<file path="config.mk">
export PLATFORM = sky130hd
export DESIGN_NAME = alu_share_ctrl
export DESIGN_NICKNAME = d
export VERILOG_FILES = /design/src/rtl/alu_share_ctrl_pkg.sv /design/src/rtl/alu_share_ctrl_rr_arb2.sv /design/src/rtl/alu_share_ctrl.sv
export SDC_FILE = /design/constraint.sdc
export NUM_CORES = 1
export LEC_CHECK = 0
export CORE_ASPECT_RATIO = 1.1
export CORE_UTILIZATION = 40
export CTS_CLUSTER_DIAMETER = 120
export DETAILED_ROUTE_END_ITERATION = 12
export PLACE_DENSITY = 0.81
export SLEW_MARGIN = 10
export SYNTH_ARGS = -nofsm -noshare
export SYNTH_HDL_FRONTEND = slang
export SYNTH_HIERARCHICAL = 1
export SYNTH_SLANG_ARGS = --single-unit
</file>
<file path="constraint.sdc">
create_clock -name clk -period 2 [get_ports clk]
set_clock_uncertainty 0.05 [all_clocks]
set_input_delay 0.5 -clock clk [delete_from_list [all_inputs] [get_ports clk]]
set_output_delay 0.5 -clock clk [all_outputs]
set_load 0.05 [all_outputs]
</file>
<file path="src/rtl/alu_share_ctrl_pkg.sv">
// Shared types and constants for the two-requester ALU sharing controller.
package alu_share_ctrl_pkg;

  localparam int FLAG_W = 3;
  localparam int FLAG_N = 0;
  localparam int FLAG_V = 1;
  localparam int FLAG_Z = 2;

  localparam logic [2:0] ALU_ADD = 3'b000;
  localparam logic [2:0] ALU_SUB = 3'b001;
  localparam logic [2:0] ALU_OR  = 3'b010;
  localparam logic [2:0] ALU_XOR = 3'b011;
  localparam logic [2:0] ALU_SHL = 3'b100;
  localparam logic [2:0] ALU_SHR = 3'b101;
  localparam logic [2:0] ALU_NOT = 3'b110;
  localparam logic [2:0] ALU_AND = 3'b111;

  typedef enum logic [1:0] {
    ST_IDLE = 2'b00,
    ST_EXEC = 2'b01,
    ST_RESP = 2'b10
  } state_t;

  // On a tie the requester that did not win last time is chosen.
  function automatic logic [1:0] rr_pick(input logic [1:0] req, input logic last_id);
    logic [1:0] g;
    g = 2'b00;
    case (req)
      2'b01:   g = 2'b01;
      2'b10:   g = 2'b10;
      2'b11:   g = last_id ? 2'b01 : 2'b10;
      default: g = 2'b00;
    endcase
    return g;
  endfunction

endpackage

</file>
<file path="src/rtl/alu_share_ctrl_rr_arb2.sv">
// Two-way round-robin arbiter; the pointer only moves on a completed handshake.
module rr_arb2
  import alu_share_ctrl_pkg::*;
(
  input  logic       clk,
  input  logic       rst_n,
  input  logic [1:0] req,
  input  logic       advance,
  output logic [1:0] grant
);

  logic last_id;

  assign grant = rr_pick(req, last_id);

  // Reset as if requester 1 won last, so requester 0 takes the first tie.
  always_ff @(posedge clk or negedge rst_n) begin
    if (!rst_n) begin
      last_id <= 1'b1;
    end else if (advance) begin
      last_id <= grant[1];
    end
  end

endmodule

</file>
<file path="src/rtl/alu_share_ctrl.sv">
// Shares one external ALU between two requesters with per-requester flag contexts.
//  state | meaning
//  IDLE  | no op in flight, accepting requests
//  EXEC  | ALU evaluating registered operands, results captured at end of cycle
//  RESP  | response held valid until rsp_ready; may accept next request
module alu_share_ctrl
  import alu_share_ctrl_pkg::*;
#(
  parameter int DATA_W = 16,
  parameter int OP_W   = 3
) (
  input  logic                clk,
  input  logic                rst_n,
  input  logic [1:0]          req_valid,
  output logic [1:0]          req_ready,
  input  logic [2*DATA_W-1:0] req_in1,
  input  logic [2*DATA_W-1:0] req_in2,
  input  logic [2*OP_W-1:0]   req_op,
  input  logic [1:0]          req_setflg,
  output logic                rsp_valid,
  input  logic                rsp_ready,
  output logic                rsp_id,
  output logic [DATA_W-1:0]   rsp_data,
  output logic [FLAG_W-1:0]   rsp_flag,
  output logic [FLAG_W-1:0]   flags0,
  output logic [FLAG_W-1:0]   flags1,
  output logic [DATA_W-1:0]   alu_in1,
  output logic [DATA_W-1:0]   alu_in2,
  output logic [OP_W-1:0]     alu_op,
  output logic [FLAG_W-1:0]   alu_flag_in,
  input  logic [DATA_W-1:0]   alu_out,
  input  logic [FLAG_W-1:0]   alu_flag
);

  state_t     state, state_nxt;
  logic [1:0] grant;
  logic       accept;
  logic       req_fire;
  logic       lat_id;
  logic       lat_setflg;

  rr_arb2 u_arb (
    .clk     (clk),
    .rst_n   (rst_n),
    .req     (req_valid),
    .advance (req_fire),
    .grant   (grant)
  );

  assign req_ready   = {2{accept}} & grant;
  assign req_fire    = accept & (|grant);
  assign rsp_valid   = (state == ST_RESP);
  assign alu_flag_in = lat_id ? flags1 : flags0;

  always_ff @(posedge clk or negedge rst_n) begin
    if (!rst_n) begin
      state <= ST_IDLE;
    end else begin
      state <= state_nxt;
    end
  end

  always_comb begin
    state_nxt = state;
    accept    = 1'b0;
    case (state)
      ST_IDLE: begin
        accept = 1'b1;
        if (|grant) state_nxt = ST_EXEC;
      end
      ST_EXEC: state_nxt = ST_RESP;
      ST_RESP: begin
        if (rsp_ready) begin
          accept    = 1'b1;
          state_nxt = (|grant) ? ST_EXEC : ST_IDLE;
        end
      end
      default: state_nxt = ST_IDLE;
    endcase
  end

  always_ff @(posedge clk or negedge rst_n) begin
    if (!rst_n) begin
      alu_in1    <= '0;
      alu_in2    <= '0;
      alu_op     <= '0;
      lat_id     <= 1'b0;
      lat_setflg <= 1'b0;
    end else if (req_fire) begin
      alu_in1    <= grant[1] ? req_in1[2*DATA_W-1:DATA_W] : req_in1[DATA_W-1:0];
      alu_in2    <= grant[1] ? req_in2[2*DATA_W-1:DATA_W] : req_in2[DATA_W-1:0];
      alu_op     <= grant[1] ? req_op[2*OP_W-1:OP_W]      : req_op[OP_W-1:0];
      lat_id     <= grant[1];
      lat_setflg <= grant[1] ? req_setflg[1] : req_setflg[0];
    end
  end

  // Flag commit shares the EXEC edge with result capture, so the next op's
  // alu_flag_in already sees it (RESP always sits in between).
  always_ff @(posedge clk or negedge rst_n) begin
    if (!rst_n) begin
      rsp_id   <= 1'b0;
      rsp_data <= '0;
      rsp_flag <= '0;
      flags0   <= '0;
      flags1   <= '0;
    end else if (state == ST_EXEC) begin
      rsp_id   <= lat_id;
      rsp_data <= alu_out;
      rsp_flag <= alu_flag;
      if (lat_setflg) begin
        if (lat_id) flags1 <= alu_flag;
        else        flags0 <= alu_flag;
      end
    end
  end

endmodule

</file>
==> metrics.md <==
| Metric | Value |
|---|---|
| Tot GR Track Use | `0.1863` |
| # DRC | `0` |
| TritonCTS clock tree | `done` |
| Clock Power Share | `0.132` |
| Max incr delay on CP | `0.55 ns` |
| Synthesized net count | `293` |
| Mux share of post-synthesis cell area | `0.4022` |
| Net switching power | `4.400 mW` |
| RSZ-0062 raised after global routing | `true` |
| Actual slew at the worst max-slew pin | `0.3537 ns` |
| Synth Area per Inst | `15.78 um^2` |
| CTS Buf Count | `9` |
| Startpoint Class | `register` |
| Critical Path Sink Type | `output pin` |
| Total power | `9.474 mW` |
| Die extent in y | `94.45 um` |
| Initial Util | `0.4159` |
| Net Sw Frac | `0.4644` |
| Max transition margin | `0.7642` |
| Vias in the first global route | `2437` |
| Later-pin clock latency in the skew report | `0.33 ns` |
| Fin area | `0.005106 mm^2` |
| # nets final | `474` |
| Ys Warns | `6` |
| Reg area | `0.001654 mm^2` |
| Drt first pass iters | `3` |
| Post-Synth Simple-Gate Area | `0.01047` |
| Top Family by Delay on Critical Path | `flip-flops` |
| Max Freq | `498.0 MHz` |
| Input/output buffers | `162` |
| Synth Register Bits | `66` |
| Int Pwr | `5.074 mW` |
| RR Startpoint | `u_arb/last_id` |
| Hold Violations, Final | `0` |
| PD cells | `1855 mW/mm^2` |
| Violated checks | `negative setup slack` |
| I/O pin cnt | `163` |
| Vias | `2282` |
| WL/cell | `14.88 um` |
| DP Area | `0.004827 mm^2` |
| VDD IR max | `871.6 uV` |
| Share of cells above drive strength 1 | `0.5587` |
| Initial antenna violation count | `0` |
| Overall die area | `0.008127 mm^2` |
| Post-Route WL | `7259 um` |
| Leak | `2.311 nW` |
| Combinational share of power | `0.611` |
| Clock Sinks | `66` |
| Sequential share of power | `0.257` |
| Crit share post-route | `1.004` |
| Status | `complete, but fails checks` |
| Maxcap violations | `0` |
| Reg2reg setup slack | `0.08 ns` |
| Antenna Nets Post-Route | `0` |
| H-tree depth | `3` |
| Area Overhead vs Synth | `64.29%` |
| Clock Tree Buf Depth | `2` |
| Iteration-0 DRC Markers | `46` |
| Main combinational cell family by area after synthesis | `multiplexers` |
| Mapped cell area | `0.003108 mm^2` |
| Final setup fails | `1` |
| Distinct cells, synth | `21` |
| Final worst slack | `-0.008111 ns` |
| Fillers | `556` |
| Critical-path maximum fanout | `2` |
| Reg2Reg Depth | `6` |
| Core ar. | `0.007473 mm^2` |
| Syn Inst Count | `197` |
| Worst Path Buf+Inv | `3` |
| Row count | `33` |
| Hpwl dp | `5467 um` |
| Avg Vias per Cell | `4.676` |
| Adder-Cell Fraction of Synth Area | `0` |
| First-pass GRT wire length | `11510 um` |
| Worst-path clk slew | `0.08 ns` |
| Post-Synth XOR/XNOR Area | `0` |
| Largest net degree at the start of global routing | `67` |
| Required time of the critical path | `1.45 ns` |
| Crit-path cells | `inv_2 > a21boi_2 > o211ai_1 > inv_1 > buf_12` |
| Max Slew Vio Count | `0` |
| FF-to-FF End | `alu_op[2]` |
| Multi-input logic area | `0.001374 mm^2` |
| Hold WC Path Type | `input port to asynchronous set/reset pin` |
| Gpl congestion | `0.7325` |
| Fin crit period | `2.008 ns` |
| Sequential cell area fraction in the yosys report | `0.5318` |
| Critical path class | `register to output pin` |
| Die width | `86.05 um` |
| Root Driver | `clkbuf_8` |
| N_diodes | `0` |
| Slowest cell on crit path | `dfstp_2` |
| Post-synthesis compound-gate area fraction | `0.02013` |
| Gr ovfl total | `0` |
| Critical Path AT | `1.46 ns` |
-- cell usage after synthesis --
cell type | instances | area share
a21boi_0 | 1 | 0.0024
a21boi_2 | 1 | 0.0036
a21o_1 | 1 | 0.0024
a21oi_1 | 1 | 0.0016
a22o_1 | 1 | 0.0028
and2_1 | 1 | 0.0020
and3b_1 | 1 | 0.0028
buf_2 | 4 | 0.0064
buf_4 | 1 | 0.0024
buf_6 | 5 | 0.018
dfrtp_1 | 65 | 0.52
dfstp_2 | 1 | 0.0085
inv_1 | 6 | 0.0072
inv_2 | 1 | 0.0012
mux2_2 | 75 | 0.27
mux2_4 | 27 | 0.13
nand3_1 | 1 | 0.0016
nor2_1 | 1 | 0.0012
nor2b_2 | 1 | 0.0028
o211ai_1 | 1 | 0.0024
o221ai_2 | 1 | 0.0048
-- area by class of cell --
type,count,share of cell area
Timing Repair Buffer,180,0.3315
Clock buffer,10,0.02695
Clock inverter,6,0.01764
Multi-Input combinational cell,114,0.2691
Sequential cell,66,0.3239
Tap cell,105,0.02573
Inverter,7,0.005146
-- sequential cells by signal, summed over array words and instances (netlist names) --
register	flops
lat_setflg	1
alu_in2	16
flags0	3
flags1	3
lat_id	1
rsp_id	1
state	2
rsp_data	16
u_arb/last_id	1
alu_op	3
alu_in1	16
rsp_flag	3
-- timing repair --
action                     4_1_cts  5_1_grt
setup endpoints to repair        2        2
pin swaps                        2        2
hold buffers                     0        0
buffers inserted                 4        2
gates resized for setup          7        2
-- power groups by stage --
stage	combinational, mW	clock [mW]	sequential [mW]
6_report	5.79	1.25	2.43
5_1_grt	6.03	1.34	2.53
4_1_cts	5.83	1.28	2.44
3_5_place_dp	5.78	0	2.46
3_3_place_gp	5.71	0	2.43
2_1_floorplan	1.74	0	4.64
-- layout by cell type (no fill, tap or decap), types with 2 or more instances in the layout --
| cell | count |
|---|---|
| mux2_2 | 75 |
| mux2_4 | 27 |
| dlygate4sd2_1 | 3 |
| inv_2 | 2 |
| dfrtp_1 | 64 |
| clkdlybuf4s50_1 | 91 |
| clkinv_4 | 2 |
| inv_1 | 5 |
| bufinv_16 | 2 |
| buf_4 | 76 |
| buf_12 | 9 |
| clkbuf_8 | 10 |
-- layer usage --
layer	vias to the layer above	routed length, um	track usage
met5	-	0	0
met4	0	130	0.08750
met3	10	339	0.03234
met2	70	4176	0.3525
met1	1132	2612	0.2001
li1	1070	-	-
-- kinds of logic (layout without fill, tap and decap cells) --
family                 count (synthesis)  in the layout
flip-flops                            66             66
AO/OA/AOI/OAI                          7              7
multiplexers                         102            102
buffers and inverters                 17            203
AND/OR/NAND/NOR                        5              5
-- worst max-delay path by stage --
stage                        from      endpoint  slack [ns]  cells past startpoint
global route        u_arb/last_id  req_ready[0]       -0.07                      5
detailed placement   req_valid[1]   alu_in2[11]       -0.34                      5
floorplan            req_valid[1]  req_ready[1]        0.11                      4
global placement     req_valid[1]    alu_in1[6]       -0.31                      5
CTS                 u_arb/last_id  req_ready[0]       0.006                      5
finish              u_arb/last_id  req_ready[0]      -0.008                      5
-- per-stage QoR --
| stage | hold WS (ns) | TNS, ns | setup WS, ns | cells | utilization |
|---|---|---|---|---|---|
| 2_1_floorplan | 0.1544 | 0 | 0.1053 | 197 | - |
| 3_3_place_gp | 0.4390 | -10.78 | -0.3122 | 466 | 0.6459 |
| 3_5_place_dp | 0.4434 | -11.87 | -0.3443 | 466 | 0.6459 |
| 4_1_cts | 0.1304 | 0 | 0.006448 | 486 | 0.6811 |
| 5_1_grt | 0.1487 | -0.06647 | -0.06647 | 488 | 0.6832 |
| 6_report | 0.1172 | -0.008111 | -0.008111 | 488 | 0.6832 |
(Power assumes the default switching activity.)
